<file path="config.mk">
export PLATFORM = sky130hd
export DESIGN_NAME = dff_pipeline
export DESIGN_NICKNAME = d
export VERILOG_FILES = /design/src/rtl/dff_pkg.sv /design/src/rtl/dff_stage.sv /design/src/rtl/dff_pipeline.sv
export SDC_FILE = /design/constraint.sdc
export NUM_CORES = 1
export LEC_CHECK = 0
export ABC_AREA = 1
export ABC_CLOCK_PERIOD_IN_PS = 3700
export CORE_UTILIZATION = 64
export DETAILED_ROUTE_END_ITERATION = 10
export DONT_BUFFER_PORTS = 1
export GPL_ROUTABILITY_DRIVEN = 0
export PLACE_DENSITY = 0.8
export SLEW_MARGIN = 20
export SYNTH_ARGS = -nofsm -noshare
export SYNTH_HDL_FRONTEND = slang
export SYNTH_SLANG_ARGS = --single-unit
</file>
<file path="constraint.sdc">
create_clock -name i_clk -period 3.7 [get_ports i_clk]
set_clock_uncertainty 0.15 [all_clocks]
set_input_delay 1.11 -clock i_clk [delete_from_list [all_inputs] [get_ports i_clk]]
set_output_delay 1.11 -clock i_clk [all_outputs]
set_load 0.01 [all_outputs]
</file>
<file path="src/rtl/dff_pkg.sv">
// Shared constants and the width helper for the dff_pipeline block.
package dff_pkg;

  localparam int          DFF_WIDTH     = 4;
  localparam int          DFF_DEPTH     = 3;
  localparam logic [63:0] DFF_RESET_VAL = 64'd0;

  // Ceiling log2, never less than 1 so a select/count port always has a bit.
  function automatic int clog2(input int n);
    int r;
    r = 0;
    while ((1 << r) < n) r++;
    if (r < 1) r = 1;
    return r;
  endfunction

endpackage

</file>
<file path="src/rtl/dff_stage.sv">
// One register stage: data plus valid flag, with stall, flush and bubble fill.
module dff_stage
  import dff_pkg::*;
#(
  parameter int               WIDTH     = DFF_WIDTH,
  parameter logic [WIDTH-1:0] RESET_VAL = DFF_RESET_VAL[WIDTH-1:0]
) (
  input  logic             i_clk,
  input  logic             i_rst,
  input  logic             i_en,
  input  logic             i_clr,
  input  logic             i_valid,
  input  logic [WIDTH-1:0] i_d,
  output logic             o_valid,
  output logic [WIDTH-1:0] o_q
);

  // Flush wins over shift; an invalid input loads RESET_VAL so bubbles carry a known value.
  always_ff @(posedge i_clk or negedge i_rst) begin
    if (!i_rst) begin
      o_valid <= 1'b0;
      o_q     <= RESET_VAL;
    end else if (i_clr) begin
      o_valid <= 1'b0;
      o_q     <= RESET_VAL;
    end else if (i_en) begin
      o_valid <= i_valid;
      o_q     <= i_valid ? i_d : RESET_VAL;
    end
  end

endmodule

</file>
<file path="src/rtl/dff_pipeline.sv">
// Parameterised delay line with valid tracking, fill counter and a tap mux.
module dff_pipeline
  import dff_pkg::*;
#(
  parameter int               WIDTH     = DFF_WIDTH,
  parameter int               DEPTH     = DFF_DEPTH,
  parameter logic [WIDTH-1:0] RESET_VAL = DFF_RESET_VAL[WIDTH-1:0],
  localparam int              SEL_W     = clog2(DEPTH),
  localparam int              FILL_W    = clog2(DEPTH + 1)
) (
  input  logic              i_clk,
  input  logic              i_rst,
  input  logic              i_en,
  input  logic              i_clr,
  input  logic              i_valid,
  input  logic [WIDTH-1:0]  i_d,
  input  logic [SEL_W-1:0]  i_sel,
  output logic [WIDTH-1:0]  o_q,
  output logic              o_valid,
  output logic [WIDTH-1:0]  o_tap,
  output logic              o_tap_valid,
  output logic [FILL_W-1:0] o_fill,
  output logic              o_empty,
  output logic              o_full
);

  localparam int                TAPS     = 1 << SEL_W;
  localparam logic [FILL_W-1:0] FULL_CNT = FILL_W'(DEPTH);

  logic [WIDTH-1:0]  stage_d [DEPTH];
  logic [DEPTH-1:0]  stage_v;
  logic [WIDTH-1:0]  in_d    [DEPTH];
  logic [DEPTH-1:0]  in_v;
  logic [WIDTH-1:0]  tap_d   [TAPS];
  logic [TAPS-1:0]   tap_v;
  logic [FILL_W-1:0] fill_q;
  logic [FILL_W-1:0] fill_nxt;

  // Stage chain: stage 0 takes the ports, each later stage takes its predecessor.
  for (genvar k = 0; k < DEPTH; k++) begin : g_stage
    if (k == 0) begin : g_head
      assign in_v[k] = i_valid;
      assign in_d[k] = i_d;
    end else begin : g_body
      assign in_v[k] = stage_v[k-1];
      assign in_d[k] = stage_d[k-1];
    end

    dff_stage #(
      .WIDTH     (WIDTH),
      .RESET_VAL (RESET_VAL)
    ) u_stage (
      .i_clk   (i_clk),
      .i_rst   (i_rst),
      .i_en    (i_en),
      .i_clr   (i_clr),
      .i_valid (in_v[k]),
      .i_d     (in_d[k]),
      .o_valid (stage_v[k]),
      .o_q     (stage_d[k])
    );
  end

  // One valid in and one valid out cancel, so a full pipe stays at DEPTH.
  assign fill_nxt = fill_q + FILL_W'(i_valid) - FILL_W'(stage_v[DEPTH-1]);

  // Occupancy count tracks the stage valids: cleared with them, held on stall.
  always_ff @(posedge i_clk or negedge i_rst) begin
    if (!i_rst) begin
      fill_q <= '0;
    end else if (i_clr) begin
      fill_q <= '0;
    end else if (i_en) begin
      fill_q <= fill_nxt;
    end
  end

  // Tap table padded to a power of two so out-of-range selects read idle values.
  for (genvar t = 0; t < TAPS; t++) begin : g_tap
    if (t < DEPTH) begin : g_real
      assign tap_d[t] = stage_d[t];
      assign tap_v[t] = stage_v[t];
    end else begin : g_pad
      assign tap_d[t] = RESET_VAL;
      assign tap_v[t] = 1'b0;
    end
  end

  assign o_tap       = tap_d[i_sel];
  assign o_tap_valid = tap_v[i_sel];

  assign o_q     = stage_d[DEPTH-1];
  assign o_valid = stage_v[DEPTH-1];
  assign o_fill  = fill_q;
  assign o_empty = (fill_q == '0);
  assign o_full  = (fill_q == FULL_CNT);

endmodule
</file>
# [Word-level counts from Yosys, hierarchy flattened]
# Cells that the tools add are included.
[op_classes] n_addsub=2 order_cmp=2 eq_ne=1 muxes=22 bitwise_logic=1 reduce_logical=2
[op_table] operator="2-to-1 mux 4 bit" n=11
[op_table] operator="binary-select mux 4 bit (select 2 bit)" n=1
[op_table] operator="2-to-1 mux 1 bit" n=7
[op_table] operator="2-to-1 mux 2 bit" n=2
[op_table] operator=">= comparator 3 bit (second input constant)" n=1
[op_table] operator="< comparator 2 x 3 -> 1 bit (second input constant)" n=1
[op_table] operator="NOT 2 -> 3 bit" n=1
[op_table] operator="adder 2 x 1 -> 2 bit" n=1
[op_table] operator="binary-select mux 1 bit (select 2 bit)" n=1
[op_table] operator="equality test 2 bit (second input constant)" n=1
[op_table] operator="zero test 2 bit" n=1
[op_table] operator="nonzero test 2 bit" n=1
[op_table] operator="subtractor 2 x 1 -> 2 bit" n=1
[totals] regBits=17 out_inout_bits=14

# [Depth between registers and ports, before layout]
[logic_depth] depth_word=4 mapped_depth=8

# [Hierarchy]
# A second synthesis with hierarchy kept.
[unflattened] hier_cells=111 area_unflattened_um2=923.4
[by_module_without_submodules] module="dff_stage" instances=3 cells_each=22 area_per_inst_um2=207.7 seq_area_each_um2=125.1
[by_module_without_submodules] module="dff_pipeline" instances=1 cells_each=45 area_per_inst_um2=300.3 seq_area_each_um2=50.0

# [Worst setup path after synthesis]
# Ideal clock, no wire load.
[synth_timing] path_type="input port to output port" from="input i_sel[1]" to="output o_tap[0]" arrival_ps=1586 required_time_ps=2440 path_slack_ps=854 cell_stages=3 path_buffers=0 cell_sequence="inv_2 -> or2_4 -> o21ai_1"
[synth_between] elab_chain_cells=4
[synth_rtl] item="from (decl)" line_no="dff_pipeline.sv:17" text="input logic [SEL_W-1:0] i_sel,"
[synth_rtl] item="NOT 2 -> 3 bit (not written as such)" line_no="dff_pipeline.sv:89" text="assign o_tap = tap_d[i_sel];"
[synth_rtl] item="binary-select mux 4 bit (select 2 bit)" line_no="dff_pipeline.sv:89"
[synth_rtl] item="2-to-1 mux 4 bit (not written as such) (2 in series)" line_no="dff_pipeline.sv:89"
[synth_rtl] item="to (decl)" line_no="dff_pipeline.sv:20" text="output logic [WIDTH-1:0] o_tap,"
# No other way between the ends. The select of a mux whose other input is x is not followed.

# [Worst setup path in the final report]
[layout_timing] from="input i_sel[1]" to="output o_tap_valid"
[layout_between] elab_chain_cells=2
[layout_rtl] item="binary-select mux 1 bit (select 2 bit)" line_no="dff_pipeline.sv:90" text="assign o_tap_valid = tap_v[i_sel];"
[layout_rtl] item="2-to-1 mux 1 bit (not written as such)" line_no="dff_pipeline.sv:90"
[layout_rtl] item="to (decl)" line_no="dff_pipeline.sv:21" text="output logic o_tap_valid,"
# No other way between the ends. The select of a mux whose other input is x is not followed.

==> metrics <==
post-synthesis simple-gate area fraction 0.162; gr usage total 0.255; critical path capture point type primary output; total die area 0.00158 mm^2; reg2reg path depth 8; Post-synth top cells 20 x inv_1, 17 x dfrtp_1, 16 x nand2_1; router iterations before antenna repair 4; most frequent cell after synthesis inv_1; # DRC 0; initial antenna violation count 0; Switching Fraction 0.269; max_slew headroom 0.800; Async SR Flop Fraction 1.00; maximum clock insertion buffer count 2; Warnings, synthesis 0; synthesized net count 111; Post-Synth Adder-Cell Area 0.0275; EDFF count, synth 0; Final setup viols 0; core box area 0.00132 mm^2; number of port buffers 0; Nets 114; dominant cells by area after synthesis dfrtp_1 47%, o22ai_2 11%, inv_1 8.3%; leakage power between 0.4 and 0.5 nW; DR iter-0 viols 14; Detailed Route WL between 1.5 and 2 mm; global-route wire length before repair 2.56 mm; Layout area overhead 3.30%; Post-CTS Setup Repair Bufs 0; Fin. Hold Viols 0; CTS Buf Count 3; CP Data Required Time about 2.4 ns; Seq/Total Area, Yosys 0.468; fmax 343 MHz; CTS resizes 0; Starting Density 0.690; main combinational cell family by area after synthesis compound AO/OA/AOI/OAI gates; min Tclk post-route ~2.9 ns; Max IR drop VDD 0.284 mV; WL/cell 15.2 um; unrepaired setup endpoints after global routing false; DP HPWL 1.25 mm; Setup TNS 0 ns; R2R Path Start o_fill[0]$_DFFE_PN0P_; hold buffer count at CTS 0; Worst setup SP type input port; Main synth FF type dfrtp_1; WS Path Type in2out; Worst-path clk slew 0.10 ns; Max Cap Viol 0; root buffer cell clkbuf_4; DIE WIDTH 39.7 um; layout cell share with drive strength beyond 1 0.230; Synth top area share 0.468; Cells after Synth 98; Worst Path Arrival 1.65 ns; syn_area_per_cell 9.28 um^2; CTS sink count 17; worst slack, placed slightly below 0.8 ns; DR vias around 700; Reg2Reg Setup Slack about 2.2 ns; largest net degree at the start of global routing 18; Yosys cell types 17; Slew Viols, Final 0; Seq cells post-synth 17; Int Power 0.241 mW; total grt overflow 0; number of global-route vias before repair 590; n_diodes 0; Power Density ~350 mW/mm^2; actual slew at the worst max-slew pin around 0.3 ns; post-synthesis xor/xnor area fraction 0; worst reg2reg endpoint o_fill[1]$_DFFE_PN0P_; Worst Hold Class in2async; Site Rows 13; compound-gate portion of the synthesized area 0.226; period utilization 0.788; Syn Std Cell Area 910 um^2; Combinational Power Share 0.099; CP max FO 6; ANT nets after route 0; IO Pins 25; Worst-Skew Late Latency 0.30 ns; sequential share of power 0.593; CTS tree done; vias per inst 5.97; mux cell area share after synthesis 0; run status finished clean; post-route worst setup slack 0.785 ns; clock network power share 0.308; NetSw roughly 0.089 mW; die height roughly 40 um; Yosys top cell by area dfrtp_1; H-tree levels 1
## stage by stage
stage	cell area, um^2	std cells	hold slack, ns	power [mW]	utilization
after global routing	940	115	0.324	0.344	0.713
after detailed placement	912	111	0.383	0.231	0.692
after CTS	940	115	0.341	0.331	0.713
final	940	115	0.343	0.330	0.713
after floorplan	910	98	0.355	0.228	-
after global placement	912	111	0.370	0.230	0.692
## metal layers
| metal | GRT usage | part of all wire |
|---|---|---|
| met4 | 0.103 | 0.015 |
| met3 | 0.0625 | 0.070 |
| met2 | 0.434 | 0.50 |
| met1 | 0.302 | 0.41 |
| met5 | 0 | 0 |
## sequential cells by signal, indices dropped and copies added (netlist names)
name and count:
g_stage.u_stage.o_valid 3, g_stage.u_stage.o_q 12, o_fill 2
## cell type report
| class | instances | area [um^2] |
|---|---|---|
| Sequential cell | 17 | 425 |
| Multi-Input combinational cell | 55 | 378 |
| Fill cell | 109 | 378 |
| Inverter | 24 | 90.1 |
| Clock buffer | 3 | 22.5 |
| Tap cell | 15 | 18.8 |
| Clock inverter | 1 | 5.00 |
## cells by family after synthesis
kind of cell,after synthesis
buf+inv,26
simple gates,28
compound gates,25
fa+ha+maj,2
flops,17
## how the worst max path moves through the flow
stage,from,endpoint,slack (ns),cells after the start
after detailed placement,i_sel[1],o_tap_valid,0.78,3
after floorplan,i_sel[1],o_tap[0],0.85,3
after global routing,i_sel[1],o_tap_valid,0.74,3
final,i_sel[1],o_tap_valid,0.79,3
after global placement,i_sel[1],o_tap_valid,0.79,3
after CTS,i_sel[1],o_tap_valid,0.78,3
## power groups by stage
stage               Combinational (mW)  Clock (mW)  Sequential [mW]
floorplan                       0.0297           0            0.198
global placement                0.0310           0            0.199
detailed placement              0.0324           0            0.199
CTS                             0.0327       0.102            0.196
global route                    0.0365       0.112            0.196
finish                          0.0326       0.102            0.196
## cell usage in the layout (no fill, tap or decap)
master,n
inv_1,20
or2_4,1
o22ai_2,8
inv_2,4
ha_1,2
nand2_4,3
clkbuf_4,3
o21ai_0,1
nand3_1,6
o21ai_2,2
clkinv_2,1
nand2_1,16
o21ai_1,9
o211ai_1,5
dfrtp_1,17
nor2_4,1
nor2_1,1
## critical path: stages
cell and delay [ns]:
inv_2 0.04, or2_4 0.25, o21ai_1 0.25
Power figures use the tool's default switching activity.
